--- config.mk ---
export PLATFORM = sky130hd
export DESIGN_NAME = iru_rot_coord_gen
export DESIGN_NICKNAME = d
export VERILOG_FILES = /design/src/rtl/iru_pkg.sv /design/src/rtl/iru_cos_lut.sv /design/src/rtl/iru_onehot_idx.sv /design/src/rtl/iru_rot_coord_gen.sv
export SDC_FILE = /design/constraint.sdc
export NUM_CORES = 1
export LEC_CHECK = 0
export BUFFER_PORTS_ARGS = -buffer_cell sky130_fd_sc_hd__buf_2
export CORE_MARGIN = 1
export CORE_UTILIZATION = 60
export CTS_CLUSTER_DIAMETER = 60
export CTS_CLUSTER_SIZE = 25
export DETAILED_ROUTE_END_ITERATION = 7
export PLACE_DENSITY_LB_ADDON = 0.3
export REMOVE_ABC_BUFFERS = 1
export SLEW_MARGIN = 20
export SYNTH_ARGS = -nofsm -noshare
export SYNTH_HDL_FRONTEND = slang
export SYNTH_SLANG_ARGS = --single-unit
--- constraint.sdc ---
create_clock -name clk -period 14.1 [get_ports clk]
set_input_delay 1.41 -clock clk [delete_from_list [all_inputs] [get_ports clk]]
set_output_delay 1.41 -clock clk [all_outputs]
set_load 0.03 [all_outputs]
--- src/rtl/iru_pkg.sv ---
// Shared types, constants and helpers for the image rotation unit.
package iru_pkg;

   localparam int IRU_WIN       = 20;
   localparam int IRU_CTR       = 10;
   localparam int IRU_ANG_STEPS = 36;
   localparam int IRU_SIN_OFS   = 27;
   localparam int IRU_FRAC_SH   = 7;

   typedef logic [4:0]        coord_t;
   typedef logic signed [9:0] trig_t;

   typedef enum logic [1:0] {
      ST_IDLE  = 2'd0,
      ST_RUN   = 2'd1,
      ST_DRAIN = 2'd2
   } iru_state_t;

   // Last valid coordinate in either axis.
   localparam coord_t                IRU_LAST  = coord_t'(IRU_WIN - 1);
   // Centre at the widths used by the offset and source-coordinate math.
   localparam logic signed [5:0]     IRU_CTR_D = 6'(IRU_CTR);
   localparam logic signed [6:0]     IRU_CTR_S = 7'(IRU_CTR);
   localparam logic signed [6:0]     IRU_MAX_S = 7'(IRU_WIN - 1);
   // Half an integer step at the LUT scale, for round-half-up.
   localparam logic signed [12:0]    IRU_RND   = 13'(1 << (IRU_FRAC_SH - 1));

   // 9-bit sign-magnitude LUT word to two's complement; -0 becomes 0.
   function automatic trig_t sm_to_tc(input logic [8:0] sm);
      trig_t mag;
      mag = {2'b00, sm[7:0]};
      if (sm[8]) begin
         sm_to_tc = -mag;
      end else begin
         sm_to_tc = mag;
      end
   endfunction

endpackage

--- src/rtl/iru_cos_lut.sv ---
// Cosine LUT addressed by a one-hot angle (bit 35-i = i*10 degrees).
// Output is 9-bit sign-magnitude scaled so 1.0 = 128.
module iru_cos_lut
   import iru_pkg::*;
(
   input  logic [IRU_ANG_STEPS-1:0] angle,
   output logic [8:0]               cos_sm
);

   function automatic logic [8:0] cos_tbl(input logic [5:0] i);
      case (i)
         6'd0:  cos_tbl = {1'b0, 8'd128};
         6'd1:  cos_tbl = {1'b0, 8'd126};
         6'd2:  cos_tbl = {1'b0, 8'd120};
         6'd3:  cos_tbl = {1'b0, 8'd111};
         6'd4:  cos_tbl = {1'b0, 8'd98};
         6'd5:  cos_tbl = {1'b0, 8'd82};
         6'd6:  cos_tbl = {1'b0, 8'd64};
         6'd7:  cos_tbl = {1'b0, 8'd44};
         6'd8:  cos_tbl = {1'b0, 8'd22};
         6'd9:  cos_tbl = {1'b0, 8'd0};
         6'd10: cos_tbl = {1'b1, 8'd22};
         6'd11: cos_tbl = {1'b1, 8'd44};
         6'd12: cos_tbl = {1'b1, 8'd64};
         6'd13: cos_tbl = {1'b1, 8'd82};
         6'd14: cos_tbl = {1'b1, 8'd98};
         6'd15: cos_tbl = {1'b1, 8'd111};
         6'd16: cos_tbl = {1'b1, 8'd120};
         6'd17: cos_tbl = {1'b1, 8'd126};
         6'd18: cos_tbl = {1'b1, 8'd128};
         6'd19: cos_tbl = {1'b1, 8'd126};
         6'd20: cos_tbl = {1'b1, 8'd120};
         6'd21: cos_tbl = {1'b1, 8'd111};
         6'd22: cos_tbl = {1'b1, 8'd98};
         6'd23: cos_tbl = {1'b1, 8'd82};
         6'd24: cos_tbl = {1'b1, 8'd64};
         6'd25: cos_tbl = {1'b1, 8'd44};
         6'd26: cos_tbl = {1'b1, 8'd22};
         6'd27: cos_tbl = {1'b0, 8'd0};
         6'd28: cos_tbl = {1'b0, 8'd22};
         6'd29: cos_tbl = {1'b0, 8'd44};
         6'd30: cos_tbl = {1'b0, 8'd64};
         6'd31: cos_tbl = {1'b0, 8'd82};
         6'd32: cos_tbl = {1'b0, 8'd98};
         6'd33: cos_tbl = {1'b0, 8'd111};
         6'd34: cos_tbl = {1'b0, 8'd120};
         6'd35: cos_tbl = {1'b0, 8'd126};
         default: cos_tbl = 9'd0;
      endcase
   endfunction

   // Select the table entry of the set angle bit.
   always_comb begin
      cos_sm = 9'd0;
      for (int p = 0; p < IRU_ANG_STEPS; p++) begin
         cos_sm = cos_sm | (angle[p] ? cos_tbl(6'(IRU_ANG_STEPS - 1 - p)) : 9'd0);
      end
   end

endmodule

--- src/rtl/iru_onehot_idx.sv ---
// One-hot angle to index. Bit (35-i) set gives index i. valid is high only
// when exactly one bit is set; idx is meaningful only when valid.
module iru_onehot_idx
   import iru_pkg::*;
(
   input  logic [IRU_ANG_STEPS-1:0] onehot,
   output logic [5:0]               idx,
   output logic                     valid
);

   // OR together the index of every set bit, and test for exactly one set bit.
   always_comb begin
      idx = 6'd0;
      for (int p = 0; p < IRU_ANG_STEPS; p++) begin
         idx = idx | (onehot[p] ? 6'(IRU_ANG_STEPS - 1 - p) : 6'd0);
      end
      valid = (onehot != 36'd0) && ((onehot & (onehot - 36'd1)) == 36'd0);
   end

endmodule

--- src/rtl/iru_rot_coord_gen.sv ---
// Rotation coordinate generator: walks a 20x20 destination window in raster
// order and emits the rotated source coordinate of every pixel through a
// 3-stage pipeline (counter, products, round/offset/range).
// Optional build macro IRU_COORD_FRAC_EN: truncating conversion plus
// 3-bit fractional source coordinate outputs.
module iru_rot_coord_gen
   import iru_pkg::*;
(
   input  logic        clk,
   input  logic        rst,
   input  logic        start_valid,
   output logic        start_ready,
   input  logic [35:0] start_angle,
   output logic        out_valid,
   input  logic        out_ready,
   output logic [4:0]  out_row,
   output logic [4:0]  out_col,
   output logic [4:0]  src_row,
   output logic [4:0]  src_col,
   output logic        src_in_range,
   output logic        out_last,
   output logic        angle_err,
   output logic        busy
`ifdef IRU_COORD_FRAC_EN
  ,output logic [2:0]  src_row_frac,
   output logic [2:0]  src_col_frac
`endif
);

   iru_state_t state_r, state_s;
   coord_t     row_r, col_r;
   logic [5:0] ang_idx_r;

   logic [5:0]  dec_idx_s;
   logic        dec_valid_s;
   logic [35:0] cos_oh_s, sin_oh_s;
   logic [8:0]  cos_sm_s, sin_sm_s;
   trig_t       cos_s, sin_s;

   logic start_hs_s, advance_s, issue_s, last0_s;

   logic signed [5:0]  dx_s, dy_s;
   logic signed [12:0] cos_e_s, sin_e_s, dx_e_s, dy_e_s, ax_s, ay_s;

   logic               v1_r, last1_r;
   coord_t             row1_r, col1_r;
   logic signed [12:0] ax_r, ay_r;

   logic signed [6:0] shx_s, shy_s, sx_s, sy_s;
   logic              in_range_s;

   iru_onehot_idx u_dec (
      .onehot (start_angle),
      .idx    (dec_idx_s),
      .valid  (dec_valid_s)
   );

   // Latched angle back to one-hot; sin reads the LUT 27 steps further on.
   assign cos_oh_s = 36'h8_0000_0000 >> ang_idx_r;
   assign sin_oh_s = {cos_oh_s[IRU_SIN_OFS-1:0], cos_oh_s[IRU_ANG_STEPS-1:IRU_SIN_OFS]};

   iru_cos_lut u_cos (
      .angle  (cos_oh_s),
      .cos_sm (cos_sm_s)
   );

   iru_cos_lut u_sin (
      .angle  (sin_oh_s),
      .cos_sm (sin_sm_s)
   );

   assign cos_s = sm_to_tc(cos_sm_s);
   assign sin_s = sm_to_tc(sin_sm_s);

   assign start_ready = (state_r == ST_IDLE);
   assign busy        = (state_r != ST_IDLE);
   assign start_hs_s  = start_valid && start_ready;
   // A held output beat freezes every stage and the counter.
   assign advance_s   = !(out_valid && !out_ready);
   assign issue_s     = (state_r == ST_RUN) && advance_s;
   assign last0_s     = (row_r == IRU_LAST) && (col_r == IRU_LAST);

   // State register.
   always_ff @(posedge clk) begin
      if (rst) begin
         state_r <= ST_IDLE;
      end else begin
         state_r <= state_s;
      end
   end

   // Next-state logic.
   always_comb begin
      state_s = state_r;
      case (state_r)
         ST_IDLE: begin
            if (start_hs_s) begin
               state_s = ST_RUN;
            end else begin
               state_s = ST_IDLE;
            end
         end
         ST_RUN: begin
            if (issue_s && last0_s) begin
               state_s = ST_DRAIN;
            end else begin
               state_s = ST_RUN;
            end
         end
         ST_DRAIN: begin
            if (out_valid && out_ready && out_last) begin
               state_s = ST_IDLE;
            end else begin
               state_s = ST_DRAIN;
            end
         end
         default: state_s = ST_IDLE;
      endcase
   end

   // Angle latch, error flag and the raster counter (stage 0).
   always_ff @(posedge clk) begin
      if (rst) begin
         row_r     <= 5'd0;
         col_r     <= 5'd0;
         ang_idx_r <= 6'd0;
         angle_err <= 1'b0;
      end else if (start_hs_s) begin
         row_r     <= 5'd0;
         col_r     <= 5'd0;
         ang_idx_r <= dec_valid_s ? dec_idx_s : 6'd0;
         angle_err <= !dec_valid_s;
      end else if (issue_s) begin
         if (col_r == IRU_LAST) begin
            col_r <= 5'd0;
            row_r <= (row_r == IRU_LAST) ? 5'd0 : row_r + 5'd1;
         end else begin
            col_r <= col_r + 5'd1;
         end
      end else begin
         row_r <= row_r;
         col_r <= col_r;
      end
   end

   // Stage 1 products: ax = cos*dx + sin*dy, ay = cos*dy - sin*dx.
   always_comb begin
      dx_s    = $signed({1'b0, col_r}) - IRU_CTR_D;
      dy_s    = $signed({1'b0, row_r}) - IRU_CTR_D;
      cos_e_s = {{3{cos_s[9]}}, cos_s};
      sin_e_s = {{3{sin_s[9]}}, sin_s};
      dx_e_s  = {{7{dx_s[5]}}, dx_s};
      dy_e_s  = {{7{dy_s[5]}}, dy_s};
      ax_s    = cos_e_s * dx_e_s + sin_e_s * dy_e_s;
      ay_s    = cos_e_s * dy_e_s - sin_e_s * dx_e_s;
   end

   // Stage 1 register.
   always_ff @(posedge clk) begin
      if (rst) begin
         v1_r    <= 1'b0;
         last1_r <= 1'b0;
         row1_r  <= 5'd0;
         col1_r  <= 5'd0;
         ax_r    <= 13'sd0;
         ay_r    <= 13'sd0;
      end else if (advance_s) begin
         v1_r    <= issue_s;
         last1_r <= last0_s;
         row1_r  <= row_r;
         col1_r  <= col_r;
         ax_r    <= ax_s;
         ay_r    <= ay_s;
      end else begin
         v1_r    <= v1_r;
         last1_r <= last1_r;
      end
   end

   // Stage 2 scaling back to pixels, re-centring and range check.
   always_comb begin
`ifdef IRU_COORD_FRAC_EN
      shx_s = 7'(ax_r >>> IRU_FRAC_SH);
      shy_s = 7'(ay_r >>> IRU_FRAC_SH);
`else
      shx_s = 7'((ax_r + IRU_RND) >>> IRU_FRAC_SH);
      shy_s = 7'((ay_r + IRU_RND) >>> IRU_FRAC_SH);
`endif
      sx_s       = shx_s + IRU_CTR_S;
      sy_s       = shy_s + IRU_CTR_S;
      in_range_s = (sx_s >= 7'sd0) && (sx_s <= IRU_MAX_S) &&
                   (sy_s >= 7'sd0) && (sy_s <= IRU_MAX_S);
   end

   // Stage 2 output register; holds while the beat is stalled.
   always_ff @(posedge clk) begin
      if (rst) begin
         out_valid    <= 1'b0;
         out_last     <= 1'b0;
         out_row      <= 5'd0;
         out_col      <= 5'd0;
         src_row      <= 5'd0;
         src_col      <= 5'd0;
         src_in_range <= 1'b0;
`ifdef IRU_COORD_FRAC_EN
         src_row_frac <= 3'd0;
         src_col_frac <= 3'd0;
`endif
      end else if (advance_s) begin
         out_valid    <= v1_r;
         out_last     <= v1_r && last1_r;
         out_row      <= row1_r;
         out_col      <= col1_r;
         src_row      <= sy_s[4:0];
         src_col      <= sx_s[4:0];
         src_in_range <= in_range_s;
`ifdef IRU_COORD_FRAC_EN
         src_row_frac <= ay_r[6:4];
         src_col_frac <= ax_r[6:4];
`endif
      end else begin
         out_valid <= out_valid;
         out_last  <= out_last;
      end
   end

endmodule

==> impl_metrics.xml <==
<?xml version="1.0" encoding="UTF-8"?>
<metrics>
  <group name="outcome">
    <metric name="outcome" unit="">finished, final reports clean</metric>
  </group>
  <group name="clocking">
    <metric name="clkTransAtPathRegs" unit="ns">0.06</metric>
    <metric name="clockBufferDepth" unit="">2</metric>
    <metric name="cts-resized-gates" unit="">0</metric>
    <metric name="cts_tree" unit="">yes</metric>
    <metric name="post_cts_buffers" unit="">0</metric>
    <metric name="tritoncts_num_sinks" unit="">68</metric>
    <metric name="worst_skew_pair.late_latency" unit="ns">0.34</metric>
    <metric name="cts.htree.levels" unit="">3</metric>
    <metric name="clock-root-buffer" unit="">sky130_fd_sc_hd__clkbuf_16</metric>
    <metric name="post_cts_hold_buffer_count" unit="">0</metric>
    <metric name="numCtsBuffers" unit="">9</metric>
  </group>
  <group name="setup_path">
    <metric name="worst-r2r-setup-slack" unit="ns">5.37</metric>
    <metric name="timing.critical_path.fanout_max" unit="">27</metric>
    <metric name="cp_num_cells" unit="">32</metric>
    <metric name="reg2reg_depth" unit="">32</metric>
    <metric name="cp_dominant_cell_by_count" unit="">sky130_fd_sc_hd__fa_1</metric>
    <metric name="crit_path_max_incr_delay" unit="ns">0.87</metric>
    <metric name="crit_path_end" unit="">ax_r[12]</metric>
    <metric name="timing.critical_path.max_delay_family" unit="">adder cells</metric>
    <metric name="cp-start-kind" unit="">flip-flop</metric>
    <metric name="cp-end-kind" unit="">flip-flop</metric>
    <metric name="cp.buffers_inverters" unit="">6</metric>
    <metric name="r2r-end" unit="">ax_r[12]</metric>
    <metric name="setup.worst_path.class" unit="">reg -&gt; reg</metric>
    <metric name="critPathRequiredTime" unit="ns">14.37</metric>
    <metric name="crit_path_start" unit="">ang_idx_r[3]</metric>
    <metric name="worstPathArrival" unit="ns">9.00</metric>
    <metric name="timing.critical_path.slowest_stage_cell" unit="">sky130_fd_sc_hd__dfxtp_1</metric>
    <metric name="worstReg2RegStart" unit="">ang_idx_r[3]</metric>
  </group>
  <group name="layout">
    <metric name="most_common_cell_after_layout_fill_and_taps_aside" unit="">sky130_fd_sc_hd__inv_1</metric>
    <metric name="layout-area-overhead-vs-synth" unit="%">7.93</metric>
    <metric name="post_route_cells_drive_above_1_share" unit="%">8.96</metric>
    <metric name="post-route-util" unit="%">66.1</metric>
    <metric name="commonest_cells_after_routing_fill_and_taps_aside" unit="">219 x sky130_fd_sc_hd__inv_1, 171 x sky130_fd_sc_hd__nand2_1, 164 x sky130_fd_sc_hd__fa_1, 149 x sky130_fd_sc_hd__nor2_1, 99 x sky130_fd_sc_hd__ha_1</metric>
    <metric name="diodes" unit="">0</metric>
    <metric name="layout.nets" unit="">1772</metric>
  </group>
  <group name="sta">
    <metric name="finalMaxSlewViolations" unit="">0</metric>
    <metric name="skew" unit="ns">0.00702</metric>
    <metric name="final.setup.tns" unit="ns">0</metric>
    <metric name="finalSetupViolCount" unit="">0</metric>
    <metric name="worst_slew_pin_slew" unit="ns">1.02</metric>
    <metric name="max_freq" unit="MHz">115</metric>
    <metric name="rsz0062_at_grt" unit="">no</metric>
    <metric name="finalCritPeriodShare" unit="%">61.9</metric>
    <metric name="slew_headroom" unit="%">31.7</metric>
    <metric name="finalCriticalPeriod" unit="ns">8.73</metric>
    <metric name="final_hold_viol_count" unit="">0</metric>
  </group>
  <group name="yosys">
    <metric name="post-synth-top-area-fraction" unit="%">28.5</metric>
    <metric name="postSynthRegisterBits" unit="">68</metric>
    <metric name="syn_avg_cell_area" unit="µm²">8.02</metric>
    <metric name="synth-warning-count" unit="">0</metric>
    <metric name="post_synth_inst_count" unit="">1435</metric>
    <metric name="yosys.area.top_type" unit="">sky130_fd_sc_hd__fa_1</metric>
    <metric name="synth-main-ff-cell" unit="">sky130_fd_sc_hd__dfxtp_1</metric>
    <metric name="synth_enable_flop_cells" unit="">0</metric>
    <metric name="async_reset_ff_share" unit="%">0</metric>
    <metric name="synth.cell_area" unit="mm²">0.0115</metric>
    <metric name="distinct_cell_type_count_after_synthesis" unit="">66</metric>
    <metric name="netlist_top_cells_area" unit="">sky130_fd_sc_hd__fa_1 29%, sky130_fd_sc_hd__dfxtp_1 12%, sky130_fd_sc_hd__ha_1 11%, sky130_fd_sc_hd__inv_1 7.1%, sky130_fd_sc_hd__nand2_1 5.6%</metric>
    <metric name="yosysSeqAreaShare" unit="%">11.8</metric>
  </group>
  <group name="routing">
    <metric name="antenna_left" unit="">0</metric>
    <metric name="post-route-drc-count" unit="">0</metric>
    <metric name="first_iter_violations" unit="">644</metric>
    <metric name="dr_total_vias" unit="">9971</metric>
    <metric name="drt_wl_total" unit="mm">29.4</metric>
    <metric name="drt_pre_antenna_iters" unit="">5</metric>
    <metric name="routed_via_density" unit="">5.84</metric>
    <metric name="detail_route.wl_per_cell" unit="µm">17.2</metric>
  </group>
  <group name="run">
    <metric name="maxCapViolCount" unit="">0</metric>
  </group>
  <group name="die">
    <metric name="die_w" unit="µm">140</metric>
    <metric name="fp.dieH" unit="µm">140</metric>
    <metric name="die-area" unit="mm²">0.0197</metric>
    <metric name="initial_utilization" unit="%">61.3</metric>
    <metric name="placeableCoreArea" unit="mm²">0.0188</metric>
    <metric name="std_cell_rows" unit="">50</metric>
    <metric name="top_level_ports" unit="">66</metric>
  </group>
  <group name="pwr">
    <metric name="max-vdd-ir-drop" unit="V">0.0000570</metric>
    <metric name="static-leakage-power" unit="nW">5.86</metric>
    <metric name="design_power_total" unit="µW">533</metric>
    <metric name="power.density_cell_area" unit="mW/mm²">42.9</metric>
  </group>
  <group name="min_path">
    <metric name="hold_path_cell_cnt" unit="">2</metric>
    <metric name="min-delay-path-class" unit="">reg -&gt; reg</metric>
  </group>
  <group name="global_route">
    <metric name="grt_start_max_net_pins" unit="">57</metric>
    <metric name="antenna_found_initial" unit="">0</metric>
    <metric name="grt_remaining_overflow" unit="">0</metric>
    <metric name="first_global_vias" unit="">10100</metric>
    <metric name="grt_first_pass_wirelength" unit="mm">48.8</metric>
    <metric name="gr-usage-all-layers" unit="%">31.5</metric>
  </group>
  <group name="placed_design">
    <metric name="globalplace.congestion" unit="">0.943</metric>
    <metric name="post-dp-hpwl" unit="mm">22.7</metric>
    <metric name="buffer_ports.inserted" unit="">65</metric>
  </group>
</metrics>
where the power goes:
group	total (mW)	switching [mW]	internal [mW]
sequential	0.204	0.00494	0.199
clock	0.251	0.0829	0.169
combinational	0.0773	0.0490	0.0283
total	0.533	0.137	0.396
layout make-up:
type / instances / area (µm²)
Multi-Input combinational cell: 1075 / 9050
Inverter: 221 / 830
Clock buffer: 12 / 267
Clock inverter: 3 / 68.8
Tap cell: 234 / 293
Sequential cell: 68 / 1360
Timing Repair Buffer: 94 / 543
Fill cell: 1566 / 6350
worst min-delay path by stage:
stage | start | end | slack, ns
floorplan | col1_r[0] | col1_r[0] | 0.43
global placement | src_in_range | src_in_range | 0.44
detailed placement | out_row[0] | out_row[0] | 0.44
CTS | out_row[3] | out_row[3] | 0.45
global route | out_row[1] | out_row[1] | 0.46
finish | out_row[3] | out_row[3] | 0.44
worst min-delay path, stage by stage, from the launching register on:
cell                      delay, ns
sky130_fd_sc_hd__dfxtp_1       0.30
sky130_fd_sc_hd__nand2_1       0.05
sky130_fd_sc_hd__a21oi_1       0.05
cell usage after synthesis, types with 27 or more instances:
cell type	instances
sky130_fd_sc_hd__nor2_1	149
sky130_fd_sc_hd__ha_1	99
sky130_fd_sc_hd__dfxtp_1	68
sky130_fd_sc_hd__nand2b_1	33
sky130_fd_sc_hd__xnor2_1	55
sky130_fd_sc_hd__clkbuf_1	61
sky130_fd_sc_hd__nor3_1	31
sky130_fd_sc_hd__nand2_1	171
sky130_fd_sc_hd__xor2_1	27
sky130_fd_sc_hd__a21oi_1	90
sky130_fd_sc_hd__fa_1	164
sky130_fd_sc_hd__o21ai_0	41
sky130_fd_sc_hd__inv_1	219
sequential cells by signal (all words and copies together), names as in the netlist, 2 cells and up:
| register | count |
|---|---|
| ax_r | 7 |
| ay_r | 7 |
| ang_idx_r | 6 |
| col1_r | 5 |
| col_r | 5 |
| out_col | 5 |
| out_row | 5 |
| row1_r | 5 |
| row_r | 5 |
| src_col | 5 |
| src_row | 5 |
| state_r | 2 |
layer usage:
layer	share of wire [%]	global-route usage [%]	wire length (µm)
met5	0	0	0
met4	4.3	12.0	1250
met3	7.1	4.41	2080
met2	49	55.6	14400
met1	40	39.1	11600
metrics by stage:
step                hold WS, ns  worst slack (ns)  instance area (µm²)  instances
detailed placement        0.442              5.51                12100       1692
finish                    0.445              5.37                12400       1707
floorplan                 0.426              5.79                11200       1364
global placement          0.436              5.66                12100       1692
global route              0.461              4.72                12400       1707
CTS                       0.449              5.43                12400       1707
cell families (layout without fill, tap and decap cells):
logic type | after synthesis | in the layout | synth area share (%)
flip-flops | 68 | 68 | 11.8
AND/OR/NAND/NOR | 507 | 507 | 20.5
multiplexers | 4 | 4 | 0.359
adder cells (fa/ha/maj) | 264 | 264 | 39.4
XOR/XNOR | 88 | 88 | 7.38
buffers and inverters | 292 | 330 | 9.57
AO/OA/AOI/OAI | 212 | 212 | 11.0
No activity file was read; power rests on OpenSTA's default activity.
